===== src/rtl/pipeline_cpu.sv =====
// Five-stage in-order MIPS32-subset pipeline (IF, ID, EX, MEM, WB).
// Branches and jumps resolve in ID with a one-cycle flush. Forwarding covers
// EX operands, store data and the ID branch compare. Load-use hazards and
// branch-operand hazards stall the front end.
module pipeline_cpu #(
    parameter logic [31:0] RESET_PC = 32'h0000_0000
) (
    input  logic        clk,
    input  logic        rst,
    output logic [31:0] inst_addr,
    input  logic [31:0] inst_mem,
    output logic [31:0] data_addr,
    input  logic [31:0] data_mem,
    output logic        data_we,
    output logic [31:0] data_write,
    output logic        branch,
    output logic        remain_pc
);

    typedef enum logic [3:0] {
        ALU_ADD, ALU_SUB, ALU_AND, ALU_OR, ALU_XOR, ALU_NOR,
        ALU_SLT, ALU_SLTU, ALU_SLL, ALU_SRL, ALU_SRA, ALU_PASSB
    } aluOp_e;

    // Architectural and pipeline state
    logic [31:0] pc_q, pc_d;
    logic [31:0] regs_q [32];

    logic [31:0] ifIdInst_q, ifIdPc_q;

    aluOp_e      idExAluOp_q;
    logic        idExUseImm_q, idExRegWrite_q, idExMemRead_q, idExMemWrite_q;
    logic [31:0] idExImm_q, idExRsVal_q, idExRtVal_q;
    logic [4:0]  idExRs_q, idExRt_q, idExDest_q, idExShamt_q;

    logic        exMemRegWrite_q, exMemMemRead_q, exMemMemWrite_q;
    logic [4:0]  exMemDest_q;
    logic [31:0] exMemAlu_q, exMemStore_q;

    logic        memWbRegWrite_q;
    logic [4:0]  memWbDest_q;
    logic [31:0] memWbValue_q;

    // Instruction fields in ID
    logic [5:0]  opcode, funct;
    logic [4:0]  rs, rt, rd, shamt;
    logic [15:0] imm16;
    logic [31:0] sextImm, pcPlus4Id;

    assign opcode    = ifIdInst_q[31:26];
    assign rs        = ifIdInst_q[25:21];
    assign rt        = ifIdInst_q[20:16];
    assign rd        = ifIdInst_q[15:11];
    assign shamt     = ifIdInst_q[10:6];
    assign funct     = ifIdInst_q[5:0];
    assign imm16     = ifIdInst_q[15:0];
    assign sextImm   = {{16{imm16[15]}}, imm16};
    assign pcPlus4Id = ifIdPc_q + 32'd4;

    // Decoded controls
    aluOp_e      decAluOp;
    logic        decUseImm, decRegWrite, decMemRead, decMemWrite;
    logic [31:0] decImm;
    logic [4:0]  decDest;
    logic        usesRs, usesRt, isBeq, isBne, isJ, isJal, isJr;

    // Decode the ID instruction; anything unrecognised stays a nop
    always_comb begin
        decAluOp    = ALU_ADD;
        decUseImm   = 1'b0;
        decRegWrite = 1'b0;
        decMemRead  = 1'b0;
        decMemWrite = 1'b0;
        decImm      = sextImm;
        decDest     = 5'd0;
        usesRs      = 1'b0;
        usesRt      = 1'b0;
        isBeq       = 1'b0;
        isBne       = 1'b0;
        isJ         = 1'b0;
        isJal       = 1'b0;
        isJr        = 1'b0;
        case (opcode)
            6'h00: begin
                decRegWrite = 1'b1;
                decDest     = rd;
                usesRs      = 1'b1;
                usesRt      = 1'b1;
                case (funct)
                    6'h20, 6'h21: decAluOp = ALU_ADD;
                    6'h22, 6'h23: decAluOp = ALU_SUB;
                    6'h24:        decAluOp = ALU_AND;
                    6'h25:        decAluOp = ALU_OR;
                    6'h26:        decAluOp = ALU_XOR;
                    6'h27:        decAluOp = ALU_NOR;
                    6'h2A:        decAluOp = ALU_SLT;
                    6'h2B:        decAluOp = ALU_SLTU;
                    6'h00: begin decAluOp = ALU_SLL; usesRs = 1'b0; end
                    6'h02: begin decAluOp = ALU_SRL; usesRs = 1'b0; end
                    6'h03: begin decAluOp = ALU_SRA; usesRs = 1'b0; end
                    6'h08: begin
                        isJr        = 1'b1;
                        usesRt      = 1'b0;
                        decRegWrite = 1'b0;
                        decDest     = 5'd0;
                    end
                    default: begin
                        decRegWrite = 1'b0;
                        decDest     = 5'd0;
                        usesRs      = 1'b0;
                        usesRt      = 1'b0;
                    end
                endcase
            end
            6'h08, 6'h09, 6'h0A, 6'h0B, 6'h0C, 6'h0D, 6'h0E, 6'h0F, 6'h23: begin
                decUseImm   = 1'b1;
                decRegWrite = 1'b1;
                decDest     = rt;
                usesRs      = 1'b1;
                case (opcode)
                    6'h0A: decAluOp = ALU_SLT;
                    6'h0B: decAluOp = ALU_SLTU;
                    6'h0C: begin decAluOp = ALU_AND; decImm = {16'h0, imm16}; end
                    6'h0D: begin decAluOp = ALU_OR;  decImm = {16'h0, imm16}; end
                    6'h0E: begin decAluOp = ALU_XOR; decImm = {16'h0, imm16}; end
                    6'h0F: begin
                        decAluOp = ALU_PASSB;
                        decImm   = {imm16, 16'h0};
                        usesRs   = 1'b0;
                    end
                    6'h23:   decMemRead = 1'b1;
                    default: decAluOp = ALU_ADD;
                endcase
            end
            6'h2B: begin
                decUseImm   = 1'b1;
                decMemWrite = 1'b1;
                usesRs      = 1'b1;
                usesRt      = 1'b1;
            end
            6'h04: begin isBeq = 1'b1; usesRs = 1'b1; usesRt = 1'b1; end
            6'h05: begin isBne = 1'b1; usesRs = 1'b1; usesRt = 1'b1; end
            6'h02: isJ = 1'b1;
            6'h03: begin
                isJal       = 1'b1;
                decAluOp    = ALU_PASSB;
                decUseImm   = 1'b1;
                decImm      = pcPlus4Id;
                decRegWrite = 1'b1;
                decDest     = 5'd31;
            end
            default: decAluOp = ALU_ADD;
        endcase
    end

    // Register read with write-through of the value WB commits this cycle
    logic [31:0] rfRs, rfRt;
    always_comb begin
        rfRs = regs_q[rs];
        rfRt = regs_q[rt];
        if (memWbRegWrite_q && memWbDest_q != 5'd0 && memWbDest_q == rs) rfRs = memWbValue_q;
        if (memWbRegWrite_q && memWbDest_q != 5'd0 && memWbDest_q == rt) rfRt = memWbValue_q;
        if (rs == 5'd0) rfRs = 32'd0;
        if (rt == 5'd0) rfRt = 32'd0;
    end

    // Hazard detection: load-use in EX, and branch sources not yet resolvable
    logic loadUse, brExHaz, brMemHaz, stall, isBranchLike;
    logic matchExRs, matchExRt, matchMemRs, matchMemRt;
    always_comb begin
        isBranchLike = isBeq | isBne | isJr;
        matchExRs  = usesRs && idExDest_q != 5'd0 && idExDest_q == rs;
        matchExRt  = usesRt && idExDest_q != 5'd0 && idExDest_q == rt;
        matchMemRs = usesRs && exMemDest_q != 5'd0 && exMemDest_q == rs;
        matchMemRt = usesRt && exMemDest_q != 5'd0 && exMemDest_q == rt;
        loadUse    = idExMemRead_q && (matchExRs || matchExRt);
        brExHaz    = isBranchLike && idExRegWrite_q && (matchExRs || matchExRt);
        brMemHaz   = isBranchLike && exMemMemRead_q && (matchMemRs || matchMemRt);
        stall      = loadUse | brExHaz | brMemHaz;
    end

    // Branch compare operands forward from a completed ALU result in MEM
    logic [31:0] brRs, brRt, redirectTarget;
    logic        takeBranch;
    always_comb begin
        brRs = rfRs;
        brRt = rfRt;
        if (exMemRegWrite_q && !exMemMemRead_q && exMemDest_q != 5'd0 && exMemDest_q == rs) brRs = exMemAlu_q;
        if (exMemRegWrite_q && !exMemMemRead_q && exMemDest_q != 5'd0 && exMemDest_q == rt) brRt = exMemAlu_q;
        takeBranch = !stall && ((isBeq && brRs == brRt) || (isBne && brRs != brRt) || isJ || isJal || isJr);
        if (isJr)
            redirectTarget = brRs;
        else if (isJ || isJal)
            redirectTarget = {pcPlus4Id[31:28], ifIdInst_q[25:0], 2'b00};
        else
            redirectTarget = pcPlus4Id + {sextImm[29:0], 2'b00};
        if (stall)
            pc_d = pc_q;
        else if (takeBranch)
            pc_d = redirectTarget;
        else
            pc_d = pc_q + 32'd4;
    end

    // EX operand forwarding and ALU
    logic [31:0] fwdRs, fwdRt, aluB, aluResult;
    always_comb begin
        fwdRs = idExRsVal_q;
        fwdRt = idExRtVal_q;
        if (memWbRegWrite_q && memWbDest_q != 5'd0 && memWbDest_q == idExRs_q) fwdRs = memWbValue_q;
        if (memWbRegWrite_q && memWbDest_q != 5'd0 && memWbDest_q == idExRt_q) fwdRt = memWbValue_q;
        if (exMemRegWrite_q && !exMemMemRead_q && exMemDest_q != 5'd0 && exMemDest_q == idExRs_q) fwdRs = exMemAlu_q;
        if (exMemRegWrite_q && !exMemMemRead_q && exMemDest_q != 5'd0 && exMemDest_q == idExRt_q) fwdRt = exMemAlu_q;
        aluB = idExUseImm_q ? idExImm_q : fwdRt;
        case (idExAluOp_q)
            ALU_ADD:   aluResult = fwdRs + aluB;
            ALU_SUB:   aluResult = fwdRs - aluB;
            ALU_AND:   aluResult = fwdRs & aluB;
            ALU_OR:    aluResult = fwdRs | aluB;
            ALU_XOR:   aluResult = fwdRs ^ aluB;
            ALU_NOR:   aluResult = ~(fwdRs | aluB);
            ALU_SLT:   aluResult = {31'd0, $signed(fwdRs) < $signed(aluB)};
            ALU_SLTU:  aluResult = {31'd0, fwdRs < aluB};
            ALU_SLL:   aluResult = aluB << idExShamt_q;
            ALU_SRL:   aluResult = aluB >> idExShamt_q;
            ALU_SRA:   aluResult = $unsigned($signed(aluB) >>> idExShamt_q);
            ALU_PASSB: aluResult = aluB;
            default:   aluResult = 32'd0;
        endcase
    end

    // Front end: PC and IF/ID, held on stall, IF/ID flushed on redirect
    always_ff @(posedge clk or posedge rst) begin
        if (rst) begin
            pc_q       <= RESET_PC;
            ifIdInst_q <= 32'd0;
            ifIdPc_q   <= 32'd0;
        end else begin
            pc_q <= pc_d;
            if (!stall) begin
                ifIdInst_q <= takeBranch ? 32'd0 : inst_mem;
                ifIdPc_q   <= pc_q;
            end
        end
    end

    // ID/EX: bubble inserted while stalled
    always_ff @(posedge clk or posedge rst) begin
        if (rst) begin
            idExAluOp_q    <= ALU_ADD;
            idExUseImm_q   <= 1'b0;
            idExRegWrite_q <= 1'b0;
            idExMemRead_q  <= 1'b0;
            idExMemWrite_q <= 1'b0;
            idExImm_q      <= 32'd0;
            idExRsVal_q    <= 32'd0;
            idExRtVal_q    <= 32'd0;
            idExRs_q       <= 5'd0;
            idExRt_q       <= 5'd0;
            idExDest_q     <= 5'd0;
            idExShamt_q    <= 5'd0;
        end else begin
            idExAluOp_q    <= decAluOp;
            idExUseImm_q   <= decUseImm;
            idExRegWrite_q <= decRegWrite && !stall;
            idExMemRead_q  <= decMemRead && !stall;
            idExMemWrite_q <= decMemWrite && !stall;
            idExImm_q      <= decImm;
            idExRsVal_q    <= rfRs;
            idExRtVal_q    <= rfRt;
            idExRs_q       <= rs;
            idExRt_q       <= rt;
            idExDest_q     <= stall ? 5'd0 : decDest;
            idExShamt_q    <= shamt;
        end
    end

    // EX/MEM and MEM/WB, with load data sampled on the way into WB
    always_ff @(posedge clk or posedge rst) begin
        if (rst) begin
            exMemRegWrite_q <= 1'b0;
            exMemMemRead_q  <= 1'b0;
            exMemMemWrite_q <= 1'b0;
            exMemDest_q     <= 5'd0;
            exMemAlu_q      <= 32'd0;
            exMemStore_q    <= 32'd0;
            memWbRegWrite_q <= 1'b0;
            memWbDest_q     <= 5'd0;
            memWbValue_q    <= 32'd0;
        end else begin
            exMemRegWrite_q <= idExRegWrite_q;
            exMemMemRead_q  <= idExMemRead_q;
            exMemMemWrite_q <= idExMemWrite_q;
            exMemDest_q     <= idExDest_q;
            exMemAlu_q      <= aluResult;
            exMemStore_q    <= fwdRt;
            memWbRegWrite_q <= exMemRegWrite_q;
            memWbDest_q     <= exMemDest_q;
            memWbValue_q    <= exMemMemRead_q ? data_mem : exMemAlu_q;
        end
    end

    // Register file write in WB; $0 is never written
    always_ff @(posedge clk or posedge rst) begin
        if (rst) begin
            for (int i = 0; i < 32; i++) regs_q[i] <= 32'd0;
        end else if (memWbRegWrite_q && memWbDest_q != 5'd0) begin
            regs_q[memWbDest_q] <= memWbValue_q;
        end
    end

    assign inst_addr  = pc_q;
    assign data_addr  = exMemAlu_q;
    assign data_write = exMemStore_q;
    assign data_we    = exMemMemWrite_q;
    assign branch     = takeBranch;
    assign remain_pc  = stall;

endmodule


===== config.mk =====
export PLATFORM = sky130hd
export DESIGN_NAME = pipeline_cpu
export DESIGN_NICKNAME = d
export VERILOG_FILES = /design/src/rtl/pipeline_cpu.sv
export SDC_FILE = /design/constraint.sdc
export NUM_CORES = 2
export LEC_CHECK = 0
export ABC_CLOCK_PERIOD_IN_PS = 43600
export CAP_MARGIN = 20
export CORE_MARGIN = 4
export CORE_UTILIZATION = 35
export DETAILED_ROUTE_END_ITERATION = 8
export PLACE_DENSITY_LB_ADDON = 0.05
export REMOVE_ABC_BUFFERS = 1
export SLEW_MARGIN = 10
export SYNTH_ARGS = -nofsm -noshare
export SYNTH_HDL_FRONTEND = slang
export SYNTH_SLANG_ARGS = --single-unit

===== constraint.sdc =====
create_clock -name clk -period 43.6 [get_ports clk]
set_input_delay 6.54 -clock clk [delete_from_list [all_inputs] [get_ports clk]]
set_output_delay 6.54 -clock clk [all_outputs]
set_load 0.01 [all_outputs]

==> impl_metrics.toml <==
[cts]
cts.repair.resized = 0
cts_made_buffers = 165
cts_hold_buf = 0
clock_latency_ns = 0.86
cts.reportedPaths.clkPinSlew_ns = 0.06
cts_sinks = 1354
cts_tree = "yes"
postCtsSetupBuffers = 0
cts-htree-levels = 4
clockBufferDepth = 3
root_buffer = "clkbuf_16"

[die]
core_um2 = 235000
die_height_um = 494
start_util_pct = 35.2
rows = 178
die_x_um = 494
ios = 165
fp.dieArea_um2 = 244000

[power]
vdd_drop_max_v = 0.0000464
power.density_nw_per_um2 = 43.8
leakagePower_uw = 0.0409

[sta]
max_freq_mhz = 68.5
slew_headroom_pct = 11.5
fin_crit_sh_pct = 33.5
skew_ns = 0.0306
worst_pin_slew_ns = 1.31
finalMaxSlewViolations = 0
grt_setup_unrepaired = "false"
hold_viol = 0
min_period_ns = 14.60
whs_ns = 0.348
finalSetupViolCount = 0

[worst_setup_path]
crit_type = "register to output pin"
crit_start = "ifIdInst_q[21]"
crit_path_cell_trace = "buf_12 > buf_12 > buf_4 > buf_4 > mux4_2 > mux2_2 > a221oi_1 > a211oi_1 > or2_1 > mux2_2 > nor4bb_1 > a2111oi_2 > a41oi_1 > a31oi_4 > a21oi_1 > buf_4 > clkdlybuf4s50_1"
crit_arrival_ns = 8.06
path_depth = 17
cp-end-kind = "output pin"
cpMostUsedCell = "buf_4"
required_ns = 37.06
critPathSlowestCell = "nor4bb_1"
r2r_cells = 17
path_delay_family = "buffers and inverters"
r2r-end = "ifIdInst_q[23]"
cp_num_buf_inv = 6
r2r_start = "ifIdInst_q[21]"
max_stage_delay_ns = 0.85
worst_setup_path_start_kind = "register"
crit_end = "branch"
reg2reg_slack_ns = 35.17
crit_fanout = 89

[synthesis]
ys_seq_area_share_pct = 40.9
synth-edff-count = 0
ys_types = 111
synthTopCellsByArea = "dfrtp_1, mux2_2, mux4_2"
synth_top_area_share_pct = 40.9
ys_ff_latch = 1354
synth_commonest_cells = "dfrtp_1, mux2_2, nand2_1"
yosys.area.top_type = "dfrtp_1"
syn_inst = 7251
avgSynthCellArea_um2 = 11.4
yosys_warnings = 0
synth.most_common_cell = "dfrtp_1"
synthArstFlopShare_pct = 100
ys.flop_type = "dfrtp_1"
syn-cell-area_um2 = 82800

[place]
dp_hpwl_um = 248000
dp.cells = 10100
portBuffers = 164
gp_congestion = 0.942

[cells_and_area]
layout-drive-gt1-share_pct = 29.5
nets = 7353
fin_cells = 10400
fin_util_pct = 39.6
area_growth_pct = 12.5

[global_route]
met3_usage_pct = 4.62
gr-usage-met1_pct = 40.9
grt_max_degree = 140
grt_use_total_pct = 30.1
grt.busiest_layer = "met2"
grt_util_met2_pct = 47.5
first_global_vias = 63800
overflow = 0
grt_pass1_wl_um = 525000
antenna_found_initial = 22

[status]
run_status = "finished clean"

[detailed_routing]
drtIter0Drc = 6387
drc = 0
wl_um = 374000
ant_nets = 0
dr.pass1.iters = 6
wire_per_inst_um = 35.8
vias = 64500
via_per_inst = 6.18

[job]
max_cap_viol_count = 0

[hold_path]
holdCritStartpoint = "idExMemWrite_q"
hold_class = "register to register"
[registers in the layout, indices dropped and copies added, names as in the netlist, 4 cells and up]
| signal | count |
|---|---|
| idExImm_q | 32 |
| idExShamt_q | 5 |
| idExRsVal_q | 32 |
| inst_addr | 32 |
| idExDest_q | 5 |
| idExRtVal_q | 32 |
| ifIdPc_q | 32 |
| memWbDest_q | 5 |
| exMemDest_q | 5 |
| ifIdInst_q | 32 |
| idExRs_q | 5 |
| idExAluOp_q | 4 |
| data_write | 32 |
| regs_q | 1024 |
| idExRt_q | 5 |
| memWbValue_q | 32 |
| data_addr | 32 |
[cell usage in the layout, fill, tap and decap left out, drive strengths merged, types with 35 or more instances in the layout]
| cell | n |
|---|---|
| nand2 | 591 |
| clkbuf | 244 |
| xor2 | 57 |
| a31oi | 87 |
| a21oi | 228 |
| nor2 | 298 |
| dfrtp | 1354 |
| o21ai | 370 |
| buf | 282 |
| clkdlybuf4s50 | 164 |
| mux4 | 444 |
| o22ai | 88 |
| mux2 | 1017 |
| a221o | 40 |
| mux2i | 415 |
| a22o | 37 |
| o221ai | 53 |
| ha | 132 |
| a211oi | 85 |
| or3 | 36 |
| a22oi | 80 |
| nor3 | 72 |
| o211ai | 35 |
| inv | 168 |
| nand3 | 132 |
| nor4 | 59 |
| and3 | 63 |
| xnor2 | 68 |
| a221oi | 55 |
[through the flow]
| stage | total power (uW) | setup TNS, ns | worst slack, ns | area, um2 |
|---|---|---|---|---|
| after floorplan | 2160 | -1506.86 | -1.11 | 79500 |
| after global routing | 4250 | 0 | 28.68 | 93100 |
| after global placement | 2680 | 0 | 29.66 | 87600 |
| after detailed placement | 2680 | 0 | 29.76 | 87600 |
| final | 4080 | 0 | 29.00 | 93100 |
| after CTS | 4100 | 0 | 28.85 | 93000 |
[power by group]
group | total (uW) | switching [uW] | internal [uW]
clock | 1410 | 600 | 808
combinational | 1160 | 738 | 419
sequential | 1520 | 146 | 1370
[final cells by class]
type                    instances  area, um2
clock buffers                 243       4810
repair buffers                447       3860
multi-input cells            5023      45400
clock inverters                47        581
flip-flops and latches       1354      33900
diodes                         14       35.0
inverters                     161        613
fillers                     22700     142000
well taps                    3150       3940
[layer usage]
layer / vias up / part of all wire, %
met5: - / 0.012
met1: 34400 / 43
met2: 2366 / 46
met4: 6 / 5.1
li1: 27100 / -
met3: 622 / 5.7
[worst min path at each step]
stage	endpoint	cells after the start
global placement	data_we	0
CTS	data_we	0
global route	data_we	0
finish	data_we	0
detailed placement	data_we	0
floorplan	data_we	0
[logic make-up (layout without fill, tap and decap cells)]
| group | after synthesis | after routing | share of synthesized area [%] |
|---|---|---|---|
| flops | 1354 | 1354 | 40.9 |
| buf+inv | 874 | 898 | 4.73 |
| mux | 1876 | 1876 | 30.9 |
| compound gates | 1447 | 1447 | 11.9 |
| fa+ha+maj | 135 | 135 | 2.07 |
| xor+xnor | 125 | 125 | 1.32 |
| other cells | 0 | 14 | 0 |
| simple gates | 1440 | 1440 | 8.06 |
Note: power is estimated with default switching activity, not from simulation.
